--- src/rtl/psram_pkg.sv ---
// psram_pkg: shared PSRAM opcodes, init-sequencer state encoding and opcode lookup.
package psram_pkg;

    localparam logic [7:0] PSRAM_CMD_RSTEN = 8'h66;
    localparam logic [7:0] PSRAM_CMD_RST   = 8'h99;
    localparam logic [7:0] PSRAM_CMD_QPI   = 8'h35;

    typedef enum logic [2:0] {
        ST_PWRUP,
        ST_CE,
        ST_SHIFT,
        ST_HOLD,
        ST_GAP,
        ST_DONE
    } psram_init_state_t;

    function automatic logic [7:0] psram_opcode(input logic [1:0] cmd);
        return cmd == 2'd0 ? PSRAM_CMD_RSTEN :
               cmd == 2'd1 ? PSRAM_CMD_RST   : PSRAM_CMD_QPI;
    endfunction

endpackage

--- src/rtl/psram_spi_byte_tx.sv ---
// psram_spi_byte_tx: single-bit SPI byte shifter, 16 clk cycles per byte, MSB first.
module psram_spi_byte_tx (
    input  logic       clk,
    input  logic       rst_n,
    input  logic       i_start,
    input  logic [7:0] i_byte,
    output logic       o_sck,
    output logic       o_so,
    output logic       o_busy,
    output logic       o_done
);

    logic       r_busy;
    logic [3:0] r_p;
    logic [7:0] r_byte;

    always_ff @(posedge clk or negedge rst_n) begin
        if (!rst_n) begin
            r_busy <= 1'b0;
            r_p    <= '0;
            r_byte <= '0;
        end else if (i_start && !r_busy) begin
            r_busy <= 1'b1;
            r_p    <= '0;
            r_byte <= i_byte;
        end else if (r_busy) begin
            r_p    <= r_p + 4'd1;
            r_busy <= r_p != 4'hF;
        end
    end

    // bit index advances on even phases, so data moves only while sck is low
    assign o_sck  = r_busy & r_p[0];
    assign o_so   = r_busy & r_byte[3'd7 - r_p[3:1]];
    assign o_busy = r_busy;
    assign o_done = r_busy & (r_p == 4'hF);

endmodule

--- src/rtl/psram_init_seq.sv ---
// psram_init_seq: PSRAM power-up wait plus RSTEN/RST/QPI command sequence, then
// hands the pads and the Wishbone strobe path to the controller.
module psram_init_seq
    import psram_pkg::*;
#(
    parameter int PWRUP_CYCLES = 15000,
    parameter int GAP_CYCLES   = 4
) (
    input  logic       clk,
    input  logic       rst_n,
    input  logic       reinit,
    input  logic       cyc_in,
    input  logic       stb_in,
    output logic       cyc_out,
    output logic       stb_out,
    input  logic       ctrl_sck,
    input  logic       ctrl_ce_n,
    input  logic [3:0] ctrl_dout,
    input  logic [3:0] ctrl_douten,
    output logic       sck,
    output logic       ce_n,
    output logic [3:0] dout,
    output logic [3:0] douten,
    output logic       init_done
);

    localparam int CW = $clog2(PWRUP_CYCLES + GAP_CYCLES + 1);

    psram_init_state_t r_state, w_next;
    logic [CW-1:0]     r_cnt, w_cnt_next;
    logic [1:0]        r_cmd, w_cmd_next;
    logic              r_pend, w_pend_next;
    logic              w_tx_sck, w_tx_so, w_tx_busy, w_tx_done;
    logic              w_done, w_active;

    psram_spi_byte_tx u_tx (
        .clk     (clk),
        .rst_n   (rst_n),
        .i_start (r_state == ST_CE),
        .i_byte  (psram_opcode(r_cmd)),
        .o_sck   (w_tx_sck),
        .o_so    (w_tx_so),
        .o_busy  (w_tx_busy),
        .o_done  (w_tx_done)
    );

    always_ff @(posedge clk or negedge rst_n) begin
        if (!rst_n) begin
            r_state <= ST_PWRUP;
            r_cnt   <= '0;
            r_cmd   <= '0;
            r_pend  <= 1'b0;
        end else begin
            r_state <= w_next;
            r_cnt   <= w_cnt_next;
            r_cmd   <= w_cmd_next;
            r_pend  <= w_pend_next;
        end
    end

    always_comb begin
        w_next      = r_state;
        w_cnt_next  = r_cnt;
        w_cmd_next  = r_cmd;
        w_pend_next = r_pend;
        case (r_state)
            ST_PWRUP: begin
                w_next     = r_cnt == CW'(PWRUP_CYCLES - 1) ? ST_CE : ST_PWRUP;
                w_cnt_next = r_cnt == CW'(PWRUP_CYCLES - 1) ? '0 : r_cnt + 1'b1;
            end
            ST_CE:    w_next = ST_SHIFT;
            ST_SHIFT: w_next = w_tx_done ? ST_HOLD : ST_SHIFT;
            ST_HOLD:  w_next = ST_GAP;
            ST_GAP: begin
                if (r_cnt == CW'(GAP_CYCLES - 1)) begin
                    w_cnt_next = '0;
                    w_next     = r_cmd == 2'd2 ? ST_DONE : ST_CE;
                    w_cmd_next = r_cmd == 2'd2 ? r_cmd : r_cmd + 2'd1;
                end else begin
                    w_cnt_next = r_cnt + 1'b1;
                end
            end
            ST_DONE: begin
                // re-run waits for an idle bus so no transfer is cut mid-cycle
                w_pend_next = r_pend | reinit;
                if (r_pend && !cyc_in) begin
                    w_next      = ST_CE;
                    w_cmd_next  = '0;
                    w_pend_next = 1'b0;
                end
            end
            default:  w_next = ST_PWRUP;
        endcase
    end

    assign w_done    = r_state == ST_DONE;
    assign w_active  = r_state == ST_CE || r_state == ST_SHIFT || r_state == ST_HOLD;
    assign init_done = w_done;
    assign cyc_out   = w_done & cyc_in;
    assign stb_out   = w_done & stb_in;
    assign sck       = w_done ? ctrl_sck    : w_tx_sck;
    assign ce_n      = w_done ? ctrl_ce_n   : !w_active;
    assign dout      = w_done ? ctrl_dout   : {3'b000, w_tx_so};
    assign douten    = w_done ? ctrl_douten : {3'b000, w_tx_busy};

endmodule

--- config.mk ---
export PLATFORM = sky130hd
export DESIGN_NAME = psram_init_seq
export DESIGN_NICKNAME = d
export VERILOG_FILES = /design/src/rtl/psram_pkg.sv /design/src/rtl/psram_spi_byte_tx.sv /design/src/rtl/psram_init_seq.sv
export SDC_FILE = /design/constraint.sdc
export NUM_CORES = 1
export LEC_CHECK = 0
export BUFFER_PORTS_ARGS = -buffer_cell sky130_fd_sc_hd__buf_4
export CAP_MARGIN = 40
export CORE_AREA = 2 2 81 83
export CTS_CLUSTER_DIAMETER = 200
export CTS_CLUSTER_SIZE = 20
export DETAILED_ROUTE_END_ITERATION = 10
export DIE_AREA = 0 0 83 85
export GPL_TIMING_DRIVEN = 0
export HOLD_SLACK_MARGIN = 0.05
export PLACE_DENSITY_LB_ADDON = 0.25
export SLEW_MARGIN = 10
export SYNTH_ARGS = -nofsm -noshare
export SYNTH_HDL_FRONTEND = slang
export SYNTH_SLANG_ARGS = --single-unit
export TNS_END_PERCENT = 1
--- constraint.sdc ---
create_clock -name clk -period 2.8 [get_ports clk]
set_input_delay 0.14 -clock clk [delete_from_list [all_inputs] [get_ports clk]]
set_output_delay 0.14 -clock clk [all_outputs]
set_load 0.05 [all_outputs]
==> metrics.yaml <==
dieArea_sq_mm: 0.00706
slew_headroom_pct: 68.9
synth_cells: 186
track_usage_pct: 11.1
postCtsSetupRepairBufs: 0
start_util_pct: 27.9
ys_seq_area_share_pct: 41.9
post-route-period-util_pct: 85.2
yosysWarnings: 0
hold_path_class: "input port to register"
ir_drop_v: 0.000239
synth_edf_count: 0
antenna_left: 0
min-delay-start: "reinit"
min_to: "r_pend"
synth-seq-cells: 29
grt_use_met1_pct: 14.8
portBuffers: 27
netlist-cell-type-count: 51
cp_max_fo: 10
h-tree-depth: 2
drt_pass1_iterations: 4
grt_max_degree: 30
io_pins: 28
rsz0062_at_grt: "false"
crit_arrival_ns: 2.25
layout.nets: 243
power.leakage_nw: 0.923
drv_cap: 0
drt-total-wl_um: 3840
reg2reg_from: "r_cnt[9]"
worstHoldPathCells: 3
clkLatencyLatePin_ns: 0.28
clkTransAtPathRegs_ns: 0.06
cts_root_buffer: "clkbuf_8"
die_y_um: 85
syn_area_sq_mm: 0.00173
skew_ns: 0.00144
endpoint_kind: "output pin"
power.density_mw_per_mm2: 365
drt-initial-drc-count: 44
place.gp.congestion: 0.775
async_flop_share_pct: 100
top_usage_layer: "met2"
viasPerCell: 4.84
avgSynthCellArea_sq_um: 9.30
hpwl_um: 2760
ys.flop_type: "dfrtp_1"
reg2regPathDepth: 5
final_util_pct: 34.2
cts_tree: "done"
drt_drc_violations_left: 0
grt_antenna_before_repair: 0
crit_type: "register to output pin"
numCtsBuffers: 5
grt_first_pass_wirelength_um: 6400
met3_usage_pct: 2.33
reg2reg_slack_ns: 0.90
status: "completed"
finalHoldViolations: 0
cts.path.max_buffers: 2
synthToLayoutAreaGrowth_pct: 22.5
fin_tns_setup_ns: 0
fmax_mhz: 419
first_global_vias: 1326
cp_data_required_time_ns: 2.66
final_common_cell: "dfrtp_1"
cp-start-kind: "register"
die_w_um: 83
grt_use_met2_pct: 17.3
timing.rr.end: "r_cnt[9]"
final_max_slew_viol_count: 0
tightest_slew_ns: 0.466
detail_route.wl_per_cell_um: 12.9
rows: 29
cts_resized: 0
post-route-min-period_ns: 2.39
core_sq_mm: 0.00620
diodes: 0
mostFrequentLayoutCells: "dfrtp_1 (29), buf_4 (28), nand2_1 (20)"
vias: 1447
syn_nets: 208
cts.sinks: 29
setup_violations: 0
layout-drive-gt1-share_pct: 19.8
grt-ovfl-total: 0
-- sequential cells by signal, indices dropped and copies added, names as in the netlist --
signal,cells
r_cmd,2
r_cnt,14
r_pend,1
r_state,3
u_tx.o_busy,1
u_tx.r_byte,4
u_tx.r_p,4
-- timing repair --
item	in CTS	in global routing
hold buffers	1	0
endpoints found under the hold margin	29	0
setup endpoints to repair	0	0
-- per-layer routing --
layer,part of all wire (%),vias up,routed length (um)
li1,-,753,-
met1,50,679,1920
met2,46,9,1780
met3,1.7,6,66
met4,2.0,0,78
met5,0,-,0
-- where the power goes --
part / internal [mW] / switching, mW
Clock: 0.176 / 0.154
Combinational: 0.0133 / 0.0105
Sequential: 0.419 / 0
-- final cells by class --
class                   instances  area, sq um
well taps                      77         96.3
repair buffers                 28          213
plain buffers                  10         45.0
flip-flops and latches         29          726
inverters                       4         15.0
fillers                       626         4090
multi-input cells             143          945
clock buffers                   8         80.1
-- cells by family (layout without fill, tap and decap cells) --
group                      Yosys count  in the layout  share of synthesized area, %
AOI/OAI and AO/OA                   35             35                          13.6
adders and majority gates            7              7                          5.06
muxes                                4              4                          3.18
xor gates and xnor gates            10             10                          5.06
DFF                                 29             29                          41.9
buffers and inverters               14             50                          3.47
and+or+nand+nor                     87             87                          27.7
-- metrics by stage --
step / instance area, sq um / power [mW] / hold WS [ns] / worst slack [ns] / instances
6_report: 2120 / 0.773 / 0.162 / 0.415 / 299
5_1_grt: 2120 / 0.812 / 0.182 / 0.139 / 299
4_1_cts: 2120 / 0.792 / 0.159 / 0.367 / 299
3_5_place_dp: 2030 / 0.451 / 0.0955 / 0.681 / 290
3_3_place_gp: 2030 / 0.450 / 0.0948 / 0.714 / 290
2_1_floorplan: 1730 / 0.428 / -0.156 / 0.437 / 186
-- synthesized netlist by cell type, types with 2 or more instances --
library cell	count	share of area (%)
nor2_1	13	2.8
or3_1	2	0.72
buf_2	3	0.87
nand3_1	13	3.8
nand4_1	6	2.2
and2_1	7	2.5
nand2b_1	2	0.72
nand2_1	20	4.3
clkbuf_1	6	1.3
nor4_1	2	0.72
o21ai_1	4	1.2
xor2_1	4	2.0
o21ai_0	6	1.7
ha_1	7	5.1
inv_1	4	0.87
a22o_1	3	1.5
a21oi_1	8	2.3
or4_1	3	1.3
xnor2_1	6	3.0
nor3_1	6	1.7
dfrtp_1	29	42
and4_1	2	1.0
nor4_2	2	1.4
-- critical path: stages, from the launching register on --
cell and delay [ns]:
dfrtp_1 0.32, clkbuf_1 0.30, nand2b_1 0.26, nor2_1 0.34, clkbuf_1 0.36, nand2_1 0.09, o21ai_1 0.08, buf_4 0.21
-- worst max path at each step --
stage               startpoint       to  depth (start not counted)
finish              r_state[2]      sck                          7
floorplan           r_state[1]  dout[0]                          6
global route        r_state[2]  dout[0]                          7
global placement    r_state[2]  dout[0]                          7
CTS                 r_state[2]      sck                          7
detailed placement  r_state[2]      sck                          7
(Power assumes the default switching activity.)
